**src/rtl/shift_register_param_muxed.sv**
```systemverilog
// rtl/shift_register_param_muxed.sv - loadable bidirectional shift register with shift counter and done pulse
// Optional rotate feature: define SHIFT_REG_ROTATE_EN to recirculate the outgoing bit as the fill bit.
module shift_register_param_muxed #(
   parameter int WIDTH = 16,
   parameter int CNT_W = 5
) (
   input  logic             clk,
   input  logic             resetn,
   input  logic             enable,
   input  logic             load,
   input  logic             dir,
   input  logic             serial_in,
   input  logic             rotate,
   input  logic [WIDTH-1:0] d,
   output logic [WIDTH-1:0] q,
   output logic             serial_out,
   output logic [CNT_W-1:0] count,
   output logic             done
);

   localparam logic [CNT_W-1:0] LAST = CNT_W'(WIDTH - 1);

   logic fill;

   always_comb begin
      serial_out = dir ? q[0] : q[WIDTH-1];
   end

`ifdef SHIFT_REG_ROTATE_EN
   always_comb begin
      fill = rotate ? serial_out : serial_in;
   end
`else
   logic unused_rotate;
   assign unused_rotate = rotate;

   always_comb begin
      fill = serial_in;
   end
`endif

   always_ff @(posedge clk or negedge resetn) begin
      if (!resetn) begin
         q     <= '0;
         count <= '0;
         done  <= 1'b0;
      end else if (!enable) begin
         done <= 1'b0;
      end else if (load) begin
         q     <= d;
         count <= '0;
         done  <= 1'b0;
      end else begin
         q <= dir ? {fill, q[WIDTH-1:1]} : {q[WIDTH-2:0], fill};
         // Wrap on the WIDTH-th shift and flag a full-word transfer for one cycle
         if (count < LAST) begin
            count <= count + 1'b1;
            done  <= 1'b0;
         end else begin
            count <= '0;
            done  <= 1'b1;
         end
      end
   end

endmodule

```
**config.mk**
```make
export PLATFORM = sky130hd
export DESIGN_NAME = shift_register_param_muxed
export DESIGN_NICKNAME = d
export VERILOG_FILES = /design/src/rtl/shift_register_param_muxed.sv
export SDC_FILE = /design/constraint.sdc
export NUM_CORES = 1
export LEC_CHECK = 0
export CAP_MARGIN = 10
export CELL_PAD_IN_SITES_DETAIL_PLACEMENT = 0
export CELL_PAD_IN_SITES_GLOBAL_PLACEMENT = 1
export CORE_AREA = 2 2 66 68
export DETAILED_ROUTE_END_ITERATION = 8
export DIE_AREA = 0 0 68 70
export GPL_TIMING_DRIVEN = 0
export PLACE_DENSITY = 0.78
export RECOVER_POWER = 100
export SLEW_MARGIN = 20
export SYNTH_ARGS = -nofsm -noshare
export SYNTH_HDL_FRONTEND = slang
export SYNTH_SLANG_ARGS = --single-unit
```
**constraint.sdc**
```tcl
create_clock -name clk -period 1.3 [get_ports clk]
set_clock_uncertainty 0.1 [all_clocks]
set_input_delay 0.26 -clock clk [delete_from_list [all_inputs] [get_ports clk]]
set_output_delay 0.26 -clock clk [all_outputs]
set_load 0.005 [all_outputs]
```
; Yosys cells after proc, flatten, opt, wreduce, memory -nomap -nowiden
; Cells that the tools add are included.
; Widths: inputs -> output; s select.
[classes]
n_mux = 8
order_cmp = 1
n_addsub = 1
[op_table]
columns = operator, count
row1 = $mux 16, 2
row2 = $mux 5, 2
row3 = $add 5x1->5 const B, 1
row4 = $lt 5x4->1 const B, 1
row5 = $mux 1, 4
[word_totals]
ff_bits = 22

; Longest topological paths before layout
; Gate-level depths: netlist of run 1.
[depth]
depth_word = 4
mapped_depth = 5
depth_no_buf = 3

; Worst setup path before layout of run 1
; No wires, ideal clock.
[synth_timing]
path_kind = input -> register
from = input port dir
to = register q[4]
path_stages = 5
required_time_ns = 1.075
setup_slack_ns = 0.077
t_arrival_ns = 0.998
path_cell_list = buf_6 > buf_12 > mux2i_1 > o21ai_1 > mux2_2
[synth_via]
elab_chain_cells = 2
[synth_lines]
columns = element, line_no
row1 = from (decl), 11  ; input logic dir,
row2 = $mux 16, 54  ; q <= dir ? {fill, q[WIDTH-1:1]} : {q[WIDTH-2:0], fill};
row3 = $mux 16, 49  ; end else if (load) begin
row4 = to (signal assigned), 54
row5 = to (decl), 15  ; output logic [WIDTH-1:0] q,
; No other way between the ends.
; A chain may end at the register's enable or synchronous reset.

; Final worst setup path of run 1
[layout_timing]
from = register q[15]
to = output port serial_out
[layout_via]
elab_chain_cells = 1
[layout_lines]
columns = element, line_no
row1 = $mux 1, 26  ; serial_out = dir ? q[0] : q[WIDTH-1];
row2 = to (decl), 16  ; output logic serial_out,
; No other way between the ends.

==> flow_metrics.tcl, run 1 <==
set metrics [dict create \
    hp-class "in2async" \
    hpwlAfterDp_mm 2.271 \
    fp.dieW_um 68 \
    seqPwrFrac 0.403 \
    rsz0062_at_grt "yes" \
    drt_iter0_drc 50 \
    worstSkewPairLatency_ns 0.26 \
    worst_ep_required_time_ns 0.94 \
    crit_type "reg2out" \
    crit_start "q[15]" \
    ant_nets 0 \
    cts_tree "yes" \
    grt_overflow_total 0 \
    finalMaxSlewViolations 0 \
    layout_commonest_cell "dfrtp_1" \
    drive_gt1_frac 0.2717 \
    vias 1157 \
    leakage_nw 0.8964 \
    switching_share 0.2879 \
    ios 46 \
    nFillCells 397 \
    rr_worst_depth 4 \
    cp.arrival_ns 1.02 \
    reg2reg_slack_ns -0.04 \
    core-area_sq_um 4144 \
    ys_warn_count 0 \
    postSynthAreaPerCell_sq_um 10.76 \
    num_antenna_cells 0 \
    p_comb_frac 0.372 \
    wl_per_cell_um 14.53 \
    drc 0 \
    wirelength_mm 3.429 \
    grt_first_pass_wirelength_mm 5.685 \
    layout.nets 209 \
    ys_ff_latch 22 \
    path_clk_slew_ns 0.08 \
    reg2reg_to "count[2]" \
    worstSetupEndpointType "primary output" \
    start_util 0.3037 \
    slew_headroom 0.1941 \
    drt-pass1-iter-count 4 \
    yosysSeqAreaShare 0.4374 \
    cts_max_level 1 \
    final_core_util 0.4638 \
    endpoint "serial_out" \
    clock-sinks 22 \
    p_total_mw 2.166 \
    rows 24 \
    die-area_sq_um 4760 \
    globalRouteMet2Util 0.2546 \
    setup_viol 2 \
    cts.path.max_buffers 2 \
    grt_max_degree 23 \
    cap_violations 0 \
    port_buffers 42 \
    reg2reg_from "count[4]" \
    p_switching_mw 0.6236 \
    area_growth_pct 52.68 \
    ir_worst_vdd_mv 0.5056 \
    synth_nets 141 \
    tightest_slew_ns 1.209 \
    grt.total_usage 0.1539 \
    cts_root_buf "clkbuf_8" \
    synth_area_sq_um 1259 \
    via_per_inst 4.903 \
    clock.fmax_mhz 724.6 \
    finalHoldViolCount 0 \
    p_int_mw 1.542 \
    finalCritPeriodShare 1.062 \
    die_h_um 70 \
    crit_fanout 2 \
    violations "setup timing" \
    fin_tns_setup_ns -0.1153 \
    fin_crit_ns 1.380 \
    status "complete, but fails checks" \
    synth.distinct_cells 21 \
    top_usage_layer "met2" \
    setup_ws_ns -0.08017 \
    grt_util_met1 0.2010 \
    cts_buffers 3 \
    final_cell_mix "dfrtp_1, nand2_1, clkdlybuf4s50_1" \
    syn-instance-count 117 \
    p_clk_frac 0.225 \
    place_congestion 0.7528 \
    grt.met3_usage 0.02576 \
    grt_pass1_vias 1182 \
    start_kind "flip-flop" \
    power.density_nw_per_um2 1127 \
    cts_hold_buf 0 \
    antenna_found_initial 0 \
]
==> per-layer routing <==
layer,up-vias,part of all wire
met4,0,0.0090
li1,550,-
met1,568,0.43
met3,4,0.042
met5,-,0
met2,35,0.51
==> metrics by stage <==
step | worst slack (ns) | hold slack [ns] | instance area, sq um | cells
floorplan | 0.07682 | -0.1356 | 1259 | 117
global placement | -0.4082 | 0.4542 | 1744 | 211
detailed placement | -0.4087 | 0.4611 | 1744 | 211
CTS | -0.1862 | 0.1987 | 1941 | 236
global route | -0.1285 | 0.2081 | 1922 | 236
finish | -0.08017 | 0.1284 | 1922 | 236
==> synthesized netlist by cell type, drive strengths merged <==
cell type  number  area share
ha              1      0.0099
nand2          17       0.051
inv             4       0.012
a211oi          1      0.0060
a211o           1      0.0070
o311ai          1      0.0070
and3            1      0.0050
mux2i          16        0.13
nand3           4       0.016
dfrtp          22        0.44
o22ai           1      0.0050
nand4           2      0.0099
nand4b          1      0.0070
nor2            1      0.0089
buf             8       0.061
o21ai          18       0.072
nor4b           1      0.0070
mux2           17        0.15
==> worst max-delay path, stage by stage, from the launching register on <==
cell	delay [ns]
dfrtp_1	0.38
mux2_4	0.27
clkbuf_2	0.11
==> power groups by stage <==
stage	registers, mW	clock network [mW]	logic [mW]
finish	0.872	0.488	0.806
global route	0.887	0.535	0.880
CTS	0.862	0.507	0.816
detailed placement	0.946	0	0.641
global placement	0.941	0	0.626
floorplan	0.925	0	0.273
==> timing repair <==
item                                    4_1_cts  5_1_grt
pin swaps                                     0        2
endpoints found under the setup margin       60       19
gates cloned                                  0        0
buffers inserted                             21        0
gates resized for setup                      36       24
==> worst min-delay path by stage <==
| stage | from | to | slack (ns) | cells past startpoint |
|---|---|---|---|---|
| CTS | resetn | q[2] | 0.20 | 1 |
| global route | resetn | q[0] | 0.21 | 1 |
| detailed placement | q[14] | q[14] | 0.46 | 1 |
| global placement | q[0] | q[0] | 0.45 | 1 |
| floorplan | resetn | count[0] | -0.14 | 0 |
| finish | resetn | q[2] | 0.13 | 1 |
==> registers in the layout, summed over array words and instances (netlist names) <==
signal / count
q: 16
count: 5
done: 1
==> kinds of logic (layout without fill, tap and decap cells) <==
kind of cell,Yosys count,count (layout),synth area share
AOI/OAI and AO/OA,22,22,0.09642
adders and majority gates,1,1,0.009939
buffers and inverters,12,79,0.07256
DFF,22,22,0.4374
muxes,33,33,0.2793
and+or+nand+nor,27,27,0.1044
==> layout make-up <==
type	count	area [sq um]	area share
multi-input cells	83	623.1	0.3242
flip-flops and latches	22	551.8	0.2871
repair buffers	63	529.3	0.2754
plain buffers	8	82.58	0.04297
well taps	52	65.06	0.03385
clock buffers	4	55.05	0.02865
inverters	4	15.01	0.007813
(Power assumes the default switching activity.)
==> run 2, diff against run 1 <==
PLACE_DENSITY = 0.83   (was 0.78)
==> flow_metrics.tcl, run 2 (synthesized netlist as in run 1, its figures left out) <==
set metrics [dict create \
    status "complete, but fails checks" \
    violations "setup timing" \
    power.density_nw_per_um2 1099 \
    crit_type "reg2out" \
    clock-sinks 22 \
    ir_worst_vdd_mv 0.6345 \
    cts.path.max_buffers 2 \
    grt.total_usage 0.1486 \
    largest_registers "q: 16 flops, count: 5 flops, done: 1 flops" \
    start_util 0.3037 \
    slew_headroom 0.6327 \
    cap_violations 0 \
    leakage_nw 0.9150 \
    grt_max_degree 23 \
    largest_reg_flops 16 \
    rsz0062_at_grt "yes" \
    via_per_inst 4.908 \
    drc 0 \
    layout_commonest_cell "dfrtp_1" \
    grt_first_pass_wirelength_mm 5.492 \
    worst_ep_required_time_ns 0.94 \
    multi_input_area_sq_um 638.1 \
    start_kind "flip-flop" \
    setup_viol 2 \
    num_antenna_cells 0 \
    wl_per_cell_um 14.83 \
    place_congestion 0.7545 \
    antenna_found_initial 0 \
    nFillCells 397 \
    cts_root_buf "clkbuf_8" \
    die-area_sq_um 4760 \
    cts_tree "yes" \
    cts_buffers 3 \
    ios 46 \
    tightest_slew_ns 0.5509 \
    die_h_um 70 \
    grt_pass1_vias 1233 \
    crit_fanout 2 \
    clock.fmax_mhz 731.2 \
    rows 24 \
    worstSkewPairLatency_ns 0.26 \
    wirelength_mm 3.558 \
    drt-pass1-iter-count 4 \
    top_register "q" \
    fin_crit_ns 1.368 \
    fp.dieW_um 68 \
    worstSetupEndpointType "primary output" \
    cp.arrival_ns 1.01 \
    setup_ws_ns -0.06759 \
    grt_overflow_total 0 \
    core-area_sq_um 4144 \
    hpwlAfterDp_mm 2.304 \
    vias 1178 \
    drt_iter0_drc 31 \
    finalMaxSlewViolations 0 \
    final_cell_mix "dfrtp_1, mux2_2, nand2_1, clkdlybuf4s50_1, clkdlybuf4s15_1" \
    ant_nets 0 \
    fin_hold_ws_ns 0.3115 \
    port_buffers 42 \
    preCtsSetupSlack_ns -0.4259 \
    path_clk_slew_ns 0.08 \
    layout.nets 213 \
    area_growth_pct 57.26 \
    finalHoldViolCount 0 \
    register_area_sq_um 551.8 \
    cts_max_level 1 \
    finalCritPeriodShare 1.052 \
    hp-class "in2reg" \
    drive_gt1_frac 0.3085 \
]
run 2: routing by layer:
layer,up-vias,wire (um),GRT usage
met5,-,0,0
met3,4,258,0.04187
li1,563,-,-
met4,0,27,0.04000
met2,36,1869,0.2740
met1,575,1402,0.1598
run 2: where the power goes:
| part | switching (mW) | internal (mW) |
|---|---|---|
| clock | 0.223 | 0.270 |
| combinational | 0.337 | 0.476 |
| sequential | 0.0701 | 0.798 |
run 2: through the flow:
step	TNS, ns	total power [mW]	utilization	instance area, sq um	instances
after floorplan	0	1.198	-	1259	117
after global placement	-12.69	1.565	0.4209	1744	211
after detailed placement	-14.35	1.587	0.4209	1744	211
after CTS	-0.1867	2.160	0.4710	1952	237
after global routing	-0.2426	2.301	0.4777	1979	240
final	-0.1261	2.174	0.4777	1979	240
run 2: layout make-up:
| cell class | instances | share of cell area |
|---|---|---|
| plain buffers | 8 | 0.04172 |
| clock buffers | 4 | 0.02781 |
| inverters | 4 | 0.007585 |
| multi-input cells | 83 | 0.3224 |
| flip-flops and latches | 22 | 0.2788 |
| well taps | 52 | 0.03287 |
| repair buffers | 67 | 0.2889 |
run 2: worst paths after layout:
path                           from    endpoint  slack (ns)  cells after the start
setup / recovery              q[15]  serial_out       -0.07                      2
hold / removal                 load        done        0.31                      3
setup reg to reg           count[4]    count[2]        0.01                      4
hold reg to reg                q[5]        q[5]        0.49                      1
max in group asynchronous    resetn    count[2]        0.29                      2
min in group asynchronous    resetn    count[1]        0.41                      2
run 2: what timing repair did:
item                                    4_1_cts  5_1_grt
hold endpoints to repair                      0       22
hold buffers                                  0        1
gates resized for setup                      41       23
pin swaps                                     3        5
setup buffers                                22        2
endpoints found under the setup margin       60       20
run 2: critical path, cell delays in order (launching register included):
cell	delay [ns]
dfrtp_1	0.38
mux2_2	0.26
clkbuf_2	0.11
==> RTL edit: new RTL, settings of run 1 <==
Change the parameter `WIDTH` from 16 to 24.
--- a/src/rtl/shift_register_param_muxed.sv
+++ b/src/rtl/shift_register_param_muxed.sv
@@ -1,7 +1,7 @@
 // rtl/shift_register_param_muxed.sv - loadable bidirectional shift register with shift counter and done pulse
 // Optional rotate feature: define SHIFT_REG_ROTATE_EN to recirculate the outgoing bit as the fill bit.
 module shift_register_param_muxed #(
-   parameter int WIDTH = 16,
+   parameter int WIDTH = 24,
    parameter int CNT_W = 5
 ) (
    input  logic             clk,
Interface: changed (resized d and q); port bits go from 46 to 62. No check against the original RTL was run, so the function may have changed too.
==> RTL edit against run 1 <==
The run still ends with negative setup slack left. Power is 44% higher. Area after synthesis is 38% higher. Setup slack worse by 55 ps. Sequential cell count increased by 8. Cell area increased by 42%. Wire length grew 38%. Non-clock buffer count up 33. Cell count grew 33%. Clock power increased by 55%. Largest power group unchanged.
==> RTL edit: results <==
set metrics [dict create \
    yosys-top-cells-count "30 x dfrtp_1, 27 x nand2_1, 25 x mux2_2, 25 x mux2i_1, 24 x o21ai_1" \
    n_fill_cell 337 \
    grt_util_all_layers_pct 21.39 \
    final_layout_size_suffix_gt1_share_pct 29.77 \
    drt_iter0_markers 90 \
    maxSlewHeadroom_pct 53.33 \
    htreeDepth 2 \
    worstPathArrival_ps 1500 \
    status "finished, violations left" \
    vias 1597 \
    yosys.area_share.adder_pct 0.7189 \
    violations "negative setup slack" \
    yosys.cell_types.count 22 \
    wire_per_inst_um 15.04 \
    hold_path.class "in -> reg" \
    ys_seq_area_share_pct 43.13 \
    setup_viol 5 \
    clk_pin_slew_worst_paths_ps 60 \
    irDropWorstVdd_mv 0.7834 \
    grt_max_degree 31 \
    reg.largest.list "q x24, count x5, done x1" \
    synth_nets 194 \
    routabilityCongestion 0.7586 \
    worst_slack_ps -134.9 \
    p_leak_nw 1.280 \
]
RTL edit: cell count changes after synthesis, moves of 2 or more:
cell     delta
nand3_1     -2
buf_6       +2
a21oi_1     +2
mux2i_1     +9
mux2_2      +8
o21ai_1    +15
o21ai_0     -8
nand2_1    +10
dfrtp_1     +8
RTL edit: kinds of logic (layout without fill, tap and decap cells):
| logic type | Yosys count | in the layout |
|---|---|---|
| buffers and inverters | 16 | 116 |
| and+or+nand+nor | 33 | 33 |
| DFF | 30 | 30 |
| muxes | 50 | 50 |
| adders and majority gates | 1 | 1 |
| AOI/OAI and AO/OA | 32 | 32 |
RTL edit: layer usage:
layer  global-route usage (%)  vias up  routed length (um)
li1                         -      783                   -
met2                    35.81       47                2395
met3                    5.475        4                 256
met1                    26.95      763                2039
met4                    5.556        0                  33
met5                        0        -                   0
RTL edit: what timing repair did:
action | in CTS | in global routing
cloned | 0 | 0
pin swaps | 2 | 4
endpoints found under the setup margin | 58 | 27
buffers inserted | 33 | 2
endpoints found under the hold margin | 30 | 0
gates resized for setup | 54 | 28
hold buffers | 1 | 0
RTL edit: path summary, 6_finish.rpt:
path | start | end | slack [ps] | cells after the start
max reg2reg | q[23] | q[22] | -130 | 6
min reg2reg | q[9] | q[9] | 510 | 2
min | enable | q[3] | 270 | 2
max | q[23] | q[22] | -130 | 6
max in group asynchronous | resetn | done | 180 | 2
min in group asynchronous | resetn | q[6] | 470 | 2
RTL edit: worst max-delay path, stage by stage (launching register included):
cell	delay, ps
dfrtp_1	390
buf_4	140
buf_6	100
buf_4	120
mux2i_1	130
o21ai_1	90
mux2_4	250
RTL edit: where the power goes:
part / switching [mW] / internal [mW] / leakage, nW
combinational: 0.469 / 0.703 / 0.859
sequential: 0.0926 / 1.09 / 0.373
clock: 0.328 / 0.426 / 0.0482
total: 0.890 / 2.22 / 1.28
RTL edit: through the flow:
step / instance area [um^2] / cells / setup slack, ps
final: 2733 / 314 / -134.9
after global routing: 2733 / 314 / -161.8
after CTS: 2700 / 312 / -141.4
after detailed placement: 2381 / 272 / -425.0
after global placement: 2386 / 272 / -684.4
after floorplan: 1740 / 162 / 74.97
RTL edit: cell type report:
cell class	instances	area [um^2]	share of cell area (%)
sequential	30	750.7	27.47
multi-input combinational	116	892.1	32.65
clock inverter	1	5.005	0.1832
tap	52	65.06	2.381
clock buffer	7	86.33	3.159
buffer	12	118.9	4.350
inverter	4	15.01	0.5495
timing repair buffer	92	799.5	29.26
